[src/rtl/preempt_if.sv]
// Preemption arbiter handshake bundle: requests and strobes in, grant out.
interface preempt_if;
  logic       tick_1hz;
  logic [3:0] req;
  logic       system_fault;
  logic       emergency_trigger;
  logic [3:0] grant;
  logic [1:0] grant_id;
  logic       busy;
  logic       timeout;

  modport master (
    output tick_1hz, req, system_fault,
    input  emergency_trigger, grant, grant_id,
    input  busy, timeout
  );

  modport slave (
    input  tick_1hz, req, system_fault,
    output emergency_trigger, grant, grant_id,
    output busy, timeout
  );
endinterface

[src/rtl/preempt_arbiter.sv]
// Emergency-vehicle preemption arbiter with debounce, hold and lockout.
// Define PREEMPT_RR_EN for round-robin candidate selection.
module preempt_arbiter #(
  parameter int N_REQ         = 4,
  parameter int DEBOUNCE_TIME = 2,
  parameter int MIN_HOLD      = 3,
  parameter int MAX_HOLD      = 12,
  parameter int LOCKOUT_TIME  = 4
) (
  input logic      clk,
  input logic      rst,
  preempt_if.slave bus
);

  typedef enum logic [2:0] {
    IDLE, QUALIFY, ACTIVE, LOCKOUT, FAULT
  } state_t;

  localparam logic [4:0] DEB_C = 5'(DEBOUNCE_TIME);
  localparam logic [3:0] MIN_C = 4'(MIN_HOLD);
  localparam logic [4:0] MAX_C = 5'(MAX_HOLD);
  localparam logic [4:0] LCK_C = 5'(LOCKOUT_TIME);
  localparam logic [N_REQ-1:0] ONE = {{(N_REQ-1){1'b0}}, 1'b1};

  state_t           state_q, state_d;
  logic [3:0]       cnt_q;
  logic [N_REQ-1:0] sync1_q, req_s_q;
  logic [1:0]       cand_q, cand_d, pick;
  logic             max_hit;
  logic [4:0]       cnt_inc;

  logic             trig_q;
  logic [N_REQ-1:0] grant_q;
  logic [1:0]       gid_q;
  logic             busy_q;
  logic             to_q;

`ifdef PREEMPT_RR_EN
  logic [1:0] ptr_q;

  // Search upward from ptr+1; smallest offset wins.
  always_comb begin
    pick = 2'd0;
    for (int i = N_REQ; i >= 1; i--) begin
      if (req_s_q[2'(ptr_q + 2'(i))])
        pick = 2'(ptr_q + 2'(i));
    end
  end
`else
  always_comb begin
    pick = 2'd0;
    for (int i = N_REQ - 1; i >= 0; i--) begin
      if (req_s_q[i])
        pick = 2'(i);
    end
  end
`endif

  assign cnt_inc = {1'b0, cnt_q} + 5'd1;

  always_comb begin
    state_d = state_q;
    cand_d  = cand_q;
    max_hit = 1'b0;
    unique case (state_q)
      IDLE: begin
        if (|req_s_q) begin
          state_d = QUALIFY;
          cand_d  = pick;
        end
      end
      QUALIFY: begin
        if (!req_s_q[cand_q])
          state_d = IDLE;
        else if (bus.tick_1hz && cnt_inc == DEB_C)
          state_d = ACTIVE;
      end
      ACTIVE: begin
        if (!req_s_q[cand_q] && cnt_q >= MIN_C) begin
          state_d = LOCKOUT;
        end else if (bus.tick_1hz && cnt_inc == MAX_C) begin
          state_d = LOCKOUT;
          max_hit = 1'b1;
        end
      end
      LOCKOUT: begin
        if (bus.tick_1hz && cnt_inc == LCK_C)
          state_d = IDLE;
      end
      FAULT: state_d = FAULT;
      default: state_d = IDLE;
    endcase
    if (bus.system_fault) begin
      state_d = FAULT;
      max_hit = 1'b0;
    end
  end

  always_ff @(posedge clk or posedge rst) begin
    if (rst) begin
      state_q <= IDLE;
      cnt_q   <= 4'd0;
      sync1_q <= '0;
      req_s_q <= '0;
      cand_q  <= 2'd0;
      trig_q  <= 1'b0;
      grant_q <= '0;
      gid_q   <= 2'd0;
      busy_q  <= 1'b0;
      to_q    <= 1'b0;
`ifdef PREEMPT_RR_EN
      ptr_q   <= 2'd3;
`endif
    end else begin
      sync1_q <= bus.req;
      req_s_q <= sync1_q;
      state_q <= state_d;
      cand_q  <= cand_d;
      if (state_d != state_q)
        cnt_q <= 4'd0;
      else if (bus.tick_1hz && cnt_q != 4'hf)
        cnt_q <= cnt_q + 4'd1;
      trig_q  <= (state_d == ACTIVE);
      grant_q <= (state_d == ACTIVE) ? (ONE << cand_d) : '0;
      gid_q   <= (state_d == ACTIVE) ? cand_d : 2'd0;
      busy_q  <= (state_d != IDLE);
      if (state_d == FAULT)
        to_q <= 1'b0;
      else if (state_q == QUALIFY && state_d == ACTIVE)
        to_q <= 1'b0;
      else if (max_hit)
        to_q <= 1'b1;
`ifdef PREEMPT_RR_EN
      if (state_q == QUALIFY && state_d == ACTIVE)
        ptr_q <= cand_q;
`endif
    end
  end

  assign bus.emergency_trigger = trig_q;
  assign bus.grant             = grant_q;
  assign bus.grant_id          = gid_q;
  assign bus.busy              = busy_q;
  assign bus.timeout           = to_q;

endmodule

[src/flat_wrapper.sv]
// flat-port wrapper written by rule: the top's interface ports become plain ports
module preempt_arbiter_flat 
#(
  parameter int N_REQ         = 4,
  parameter int DEBOUNCE_TIME = 2,
  parameter int MIN_HOLD      = 3,
  parameter int MAX_HOLD      = 12,
  parameter int LOCKOUT_TIME  = 4
)
  (clk, rst, bus_tick_1hz, bus_req, bus_system_fault, bus_emergency_trigger, bus_grant, bus_grant_id, bus_busy, bus_timeout);
  preempt_if bus_i ();
  input logic clk;
  input logic rst;
  input wire logic [$bits(bus_i.tick_1hz)-1:0] bus_tick_1hz;
  input wire logic [$bits(bus_i.req)-1:0] bus_req;
  input wire logic [$bits(bus_i.system_fault)-1:0] bus_system_fault;
  output wire logic [$bits(bus_i.emergency_trigger)-1:0] bus_emergency_trigger;
  output wire logic [$bits(bus_i.grant)-1:0] bus_grant;
  output wire logic [$bits(bus_i.grant_id)-1:0] bus_grant_id;
  output wire logic [$bits(bus_i.busy)-1:0] bus_busy;
  output wire logic [$bits(bus_i.timeout)-1:0] bus_timeout;
  assign bus_i.tick_1hz = bus_tick_1hz;
  assign bus_i.req = bus_req;
  assign bus_i.system_fault = bus_system_fault;
  assign bus_emergency_trigger = bus_i.emergency_trigger;
  assign bus_grant = bus_i.grant;
  assign bus_grant_id = bus_i.grant_id;
  assign bus_busy = bus_i.busy;
  assign bus_timeout = bus_i.timeout;
  preempt_arbiter #(.N_REQ(N_REQ), .DEBOUNCE_TIME(DEBOUNCE_TIME), .MIN_HOLD(MIN_HOLD), .MAX_HOLD(MAX_HOLD), .LOCKOUT_TIME(LOCKOUT_TIME)) u_core (.clk(clk), .rst(rst), .bus(bus_i));
endmodule
[config.mk]
export PLATFORM = sky130hd
export DESIGN_NAME = preempt_arbiter_flat
export DESIGN_NICKNAME = d
export VERILOG_FILES = /design/src/rtl/preempt_if.sv /design/src/rtl/preempt_arbiter.sv /design/src/flat_wrapper.sv
export SDC_FILE = /design/constraint.sdc
export NUM_CORES = 1
export LEC_CHECK = 0
export BUFFER_PORTS_ARGS = -buffer_cell sky130_fd_sc_hd__buf_2
export CAP_MARGIN = 20
export CORE_MARGIN = 4
export CORE_UTILIZATION = 30
export CTS_CLUSTER_DIAMETER = 50
export DETAILED_ROUTE_END_ITERATION = 7
export SETUP_SLACK_MARGIN = 0.02
export SKIP_LAST_GASP = 1
export SLEW_MARGIN = 40
export SYNTH_ARGS = -nofsm -noshare
export SYNTH_HDL_FRONTEND = slang
export SYNTH_SLANG_ARGS = --single-unit
[constraint.sdc]
create_clock -name clk -period 2.3 [get_ports clk]
set_input_delay 0.46 -clock clk [delete_from_list [all_inputs] [get_ports clk]]
set_output_delay 0.46 -clock clk [all_outputs]
set_load 0.05 [all_outputs]
== After elaboration in Yosys (flattened, before gate mapping) ==
Cells that the tools add are included.

* Flip-flop bits (word level): 26
* Bits of input ports: 8
* Output and inout bits: 9
* Logic and storage cells: 65

* Add/sub/neg operators: 2
* Order comparisons: 2
* Equal/unequal tests: 11
* Shift operators: 1
* Multiplexer cells: 27
* Reduce and logical (&&, ||, !) cells: 12

{| class="wikitable"
|+ Operators by type and width
! kind !! number
|-
| 3-bit two-way mux || 7
|-
| 3-bit case mux with 5 select lines || 1
|-
| 2-bit two-way mux || 7
|-
| 4-bit two-way mux || 3
|-
| 3-bit by 2-bit == test with 1-bit output, second input constant || 3
|-
| 1-bit two-way mux || 8
|-
| 3-bit == test, second input constant || 2
|-
| 1-bit logical AND || 6
|-
| 3-bit nonzero test || 2
|-
| 4-bit by 1-bit adder with 5-bit output, second input constant || 1
|-
| 5-bit by 2-bit == test with 1-bit output, second input constant || 1
|-
| 5-bit by 3-bit == test with 1-bit output, second input constant || 1
|-
| 5-bit by 4-bit == test with 1-bit output, second input constant || 1
|-
| 4-bit by 1-bit adder with 4-bit output, second input constant || 1
|-
| 4-bit by 2-bit greater-or-equal comparator with 1-bit output, second input constant || 1
|-
| 4-bit != test, second input constant || 1
|-
| 4-bit OR reduction || 1
|-
| 1-bit by 2-bit << shifter with 4-bit output, first input constant || 1
|-
| 3-bit by 1-bit == test with 1-bit output, second input constant || 1
|-
| 3-bit logical NOT || 1
|-
| 2-bit by 3-bit less-than comparator with 1-bit output, second input constant || 1
|-
| 3-bit != test || 1
|-
| 1-bit binary-select mux with 2-bit select || 1
|-
| 2-bit nonzero test || 1
|-
| 1-bit logical NOT || 1
|}

== Depth between registers and ports, before layout ==
* Depth in word-level cells: 11
* Gate-level depth with buffers: 7
* Depth with buffers taken out: 7

== Least setup slack after synthesis ==
No wires, ideal clock.

* Path type: reg2reg
* Start point: reg u_core.cnt_q[0]
* End point: reg u_core.grant_q[0], in the netlist u_core.bus.grant[0]
* Library setup time: 0.101 ns
* Arrival time: 2.069 ns
* Required time: 2.199 ns
* Setup slack: 0.130 ns
* Cell stages (with the launch flop): 7
* Path buffers: 0
* Cell sequence: dfrtp_1 > ha_1 > or2_4 > and4_2 > a31o_2 > a2111o_1 > nor4_1

* Word-level cells in the longest chain between the ends: 9

{| class="wikitable"
|+ RTL lines
! item !! RTL line !! source
|-
| start: declaration || preempt_arbiter.sv:26 || <nowiki>logic [3:0] cnt_q;</nowiki>
|-
| start signal: assignment || preempt_arbiter.sv:122 || <nowiki>cnt_q <= cnt_q + 4'd1;</nowiki>
|-
| 4-bit by 1-bit adder with 5-bit output || preempt_arbiter.sv:59 || <nowiki>assign cnt_inc = {1'b0, cnt_q} + 5'd1;</nowiki>
|-
| 5-bit by 4-bit == test with 1-bit output or 5-bit by 2-bit == test with 1-bit output (tied branches) || preempt_arbiter.sv:81, preempt_arbiter.sv:75 ||
|-
| 1-bit logical AND, on equally long branches || preempt_arbiter.sv:81, preempt_arbiter.sv:75 ||
|-
| 3-bit two-way mux, on equally long branches || preempt_arbiter.sv:81, preempt_arbiter.sv:75 ||
|-
| 3-bit two-way mux, on equally long branches || preempt_arbiter.sv:79, preempt_arbiter.sv:73 ||
|-
| 3-bit case mux with 5 select lines (*) || preempt_arbiter.sv:65 || <nowiki>unique case (state_q)</nowiki>
|-
| 3-bit two-way mux (*) || preempt_arbiter.sv:93 || <nowiki>if (bus.system_fault) begin</nowiki>
|-
| 3-bit by 2-bit == test with 1-bit output (*) || preempt_arbiter.sv:124 || <nowiki>grant_q <= (state_d == ACTIVE) ? (ONE << cand_d) : '0;</nowiki>
|-
| 4-bit two-way mux (*) || preempt_arbiter.sv:124 ||
|-
| end signal: assignment || preempt_arbiter.sv:124 ||
|-
| end: declaration || preempt_arbiter.sv:33 || <nowiki>logic [N_REQ-1:0] grant_q;</nowiki>
|}

Every way passes the cells marked *; elsewhere a longest branch is shown, timed or not.
A chain may end at the register's enable or synchronous reset.

== Final worst setup path ==
* Start point: reg u_core.cnt_q[1]
* End point: reg u_core.state_q[0]

* Word-level cells in the longest chain between the ends: 7

{| class="wikitable"
|+ RTL lines
! item !! RTL line !! source
|-
| 4-bit by 1-bit adder with 5-bit output || preempt_arbiter.sv:59 ||
|-
| 5-bit by 4-bit == test with 1-bit output or 5-bit by 2-bit == test with 1-bit output (tied branches) || preempt_arbiter.sv:81, preempt_arbiter.sv:75 ||
|-
| 1-bit logical AND, on equally long branches || preempt_arbiter.sv:81, preempt_arbiter.sv:75 ||
|-
| 3-bit two-way mux, on equally long branches || preempt_arbiter.sv:81, preempt_arbiter.sv:75 ||
|-
| 3-bit two-way mux, on equally long branches || preempt_arbiter.sv:79, preempt_arbiter.sv:73 ||
|-
| 3-bit case mux with 5 select lines (*) || preempt_arbiter.sv:65 ||
|-
| 3-bit two-way mux (*) || preempt_arbiter.sv:93 ||
|-
| net u_core.state_d[0] || preempt_arbiter.sv:25 || <nowiki>state_t state_q, state_d;</nowiki>
|-
| end signal: assignment || preempt_arbiter.sv:117 || <nowiki>state_q <= state_d;</nowiki>
|-
| end: declaration || preempt_arbiter.sv:25 ||
|}

The timed path passes the listed nets; every way through them passes the cells marked *.

==> results.py <==
metrics = {
    "status": {
        "status": "complete, no violations",
    },
    "synthesis": {
        "ys_async_sr_fraction": 1.00,
        "synth_most_common_cell": "dfrtp_1",
        "synthFlopType": "dfrtp_1",
        "synth_enable_flop_cells": 0,
        "yosysUniqueCellTypes": 39,
        "syn_area_mm2": 0.00124,
        "yosysTopAreaCell": "dfrtp_1",
        "yosys-top-cells-count": "dfrtp_1 (26), nor2_1 (12), nor3_1 (8)",
        "yosys_warnings": 0,
        "syn_nets": 124,
        "synth_top_area_frac": 0.523,
        "synth-seq-cells": 26,
        "synth_area_leaders": "dfrtp_1 (52%), nor2_1 (3.6%), nor4_1 (3.5%), nor3_1 (3.2%), ha_1 (3.0%)",
        "syn_inst": 113,
        "syn_avg_cell_area_um2": 11.0,
        "yosysSeqAreaShare": 0.523,
    },
    "global_routing": {
        "antenna_found_initial": 0,
        "grt_max_degree": 27,
        "grt_use_total": 0.106,
        "grtUsageMet3": 0.0180,
        "grt-busiest-layer": "met2",
        "grt-ovfl-total": 0,
        "grt_pass1_vias": 966,
        "use_met2": 0.167,
        "gr-usage-met1": 0.144,
        "grt_pass1_wl_mm": 4.43,
    },
    "timing": {
        "setup_viol": 0,
        "relSlewSlack": 0.677,
        "fin_ws_ns": 0.148,
        "max_freq_ghz": 0.465,
        "finalClockSkew_ns": 0.00559,
        "period_share": 0.936,
        "rsz0062_at_grt": "false",
        "finalSetupTns_ns": 0,
        "finalHoldViolations": 0,
        "max_slew.worst_pin.slew_ns": 0.480,
        "slew_viol_final": 0,
        "period_minus_slack_ns": 2.15,
    },
    "final_layout": {
        "syn_to_final_growth_pct": 19.6,
        "final_util": 0.372,
        "drive_gt1_frac": 0.291,
        "multiInputGateArea_um2": 567,
        "final_nets": 146,
        "nFillCells": 390,
        "regArea_um2": 651,
        "n_antenna_cell": 0,
    },
    "clock_network": {
        "clock-sinks": 26,
        "clkTransAtPathRegs_ns": 0.09,
        "cts_buffer_depth": 2,
        "clk_latency_ns": 0.26,
        "numCtsBuffers": 3,
        "cts_root_buf": "clkbuf_8",
        "cts_tree": "built",
        "cts_max_level": 1,
    },
    "floorplan": {
        "ioPinCount": 17,
        "start_util": 0.311,
        "rows": 23,
        "die-area_mm2": 0.00524,
        "die_w_um": 72.4,
        "core_mm2": 0.00400,
        "die_y_um": 72.4,
    },
    "worst_setup_path": {
        "max_stage_delay_ns": 0.47,
        "required_ns": 2.46,
        "crit_fanout": 8,
        "worstSetupEndpointType": "flip-flop",
        "criticalPathCategory": "reg -> reg",
        "cp-start-kind": "flip-flop",
        "r2r_start": "u_core.cnt_q[1]",
        "crit_start": "u_core.cnt_q[1]",
        "crit_family": "compound AO/OA/AOI/OAI gates",
        "worstPathCellList": "ha_2, or2_4, and4_4, a31o_4, a2111o_1, and2_2",
        "cp_num_buf_inv": 0,
        "worstPathArrival_ns": 2.31,
        "cp_slowest_cell": "a2111o_1",
    },
    "drt": {
        "drc": 0,
        "drtAntennaViolNets": 0,
        "first_iter_violations": 42,
        "vias": 930,
        "wirelength_mm": 2.50,
        "drtPass1Iterations": 4,
        "post_drt_via_cell_ratio": 5.05,
        "wl_per_cell_um": 13.6,
    },
    "power": {
        "p_leak_nw": 0.671,
        "powerDensity_mw_per_mm2": 850,
        "max-vdd-ir-drop_mv": 0.446,
    },
    "hold_path": {
        "hold_class": "in -> async",
    },
    "placed_design": {
        "portBuffers": 16,
        "place_ws_ns": 0.0249,
        "place_congestion": 0.818,
        "dp_hpwl_mm": 1.90,
    },
    "job": {
        "cap_violations": 0,
    },
}
-- cell type report --
cell class	instances	share of cell area
inverter	7	0.0177
timing repair buffer	20	0.0740
clock buffer	3	0.0278
clock inverter	1	0.0202
multi-input combinational	77	0.381
sequential	26	0.437
tap	50	0.0421
-- cell usage in the layout (no fill, tap or decap), types with 2 or more instances in the layout --
cell,n
a21oi_1,7
buf_2,16
buf_4,4
clkbuf_8,3
dfrtp_1,26
ha_1,2
inv_1,7
nand2_1,6
nand3_1,2
nor2_1,12
nor3_1,7
nor4_1,4
nor4_2,3
o21ai_0,2
xnor2_1,2
xor2_1,2
-- flip-flops by register name, indices dropped and copies added, names as in the netlist --
| signal | flops |
|---|---|
| u_core.bus.grant | 4 |
| u_core.cnt_q | 4 |
| u_core.req_s_q | 4 |
| u_core.sync1_q | 4 |
| u_core.state_q | 3 |
| u_core.bus.grant_id | 2 |
| u_core.cand_q | 2 |
| u_core.bus.busy | 1 |
| u_core.bus.emergency_trigger | 1 |
| u_core.bus.timeout | 1 |
-- metrics by stage --
step	instance area, um2	hold WS (ns)	power [W]	cells
3_5_place_dp	1380	0.335	0.000886	180
2_1_floorplan	1240	0.331	0.000814	113
5_1_grt	1490	0.262	0.00135	184
3_3_place_gp	1380	0.334	0.000872	180
6_report	1490	0.228	0.00126	184
4_1_cts	1450	0.231	0.00126	184
-- worst min-delay path, cell delays in order --
cell	delay (ns)
buf_2	0.09
inv_1	0.04
buf_4	0.30
-- routing by layer --
metal / part of all wire / up-vias
li1: - / 455
met1: 0.46 / 447
met2: 0.49 / 24
met3: 0.032 / 4
met4: 0.012 / 0
met5: 0 / -
-- power breakdown --
| part | switching, W | internal [W] |
|---|---|---|
| combinational | 0.000182 | 0.000145 |
| sequential | 0.0000633 | 0.000506 |
| clock | 0.000135 | 0.000233 |
| total | 0.000380 | 0.000884 |
-- timing repair --
item                                    4_1_cts  5_1_grt
buffers inserted                              0        0
hold buffers                                  0        0
gates resized for setup                       0        7
endpoints found under the setup margin        0        5
hold endpoints to repair                      0        0
-- final timing paths --
kind | end | slack [ns] | cells past startpoint
min in group clk | u_core.sync1_q[0] | 0.29 | 1
hold / removal | u_core.bus.grant[0] | 0.23 | 3
setup / recovery | u_core.state_q[0] | 0.15 | 6
setup reg to reg | u_core.state_q[0] | 0.15 | 6
hold reg to reg | u_core.req_s_q[3] | 0.35 | 0
max in group asynchronous | u_core.bus.grant[1] | 1.83 | 3
-- logic make-up after synthesis --
group                    Yosys count  share of synthesized area
AO/OA/AOI/OAI                     24                      0.152
XOR/XNOR                           4                     0.0282
adder cells (fa/ha/maj)            3                     0.0302
buffers and inverters             10                     0.0503
flip-flops                        26                      0.523
multiplexers                       1                     0.0181
AND/OR/NAND/NOR                   45                      0.198
Note: power is estimated with default switching activity, not from simulation.
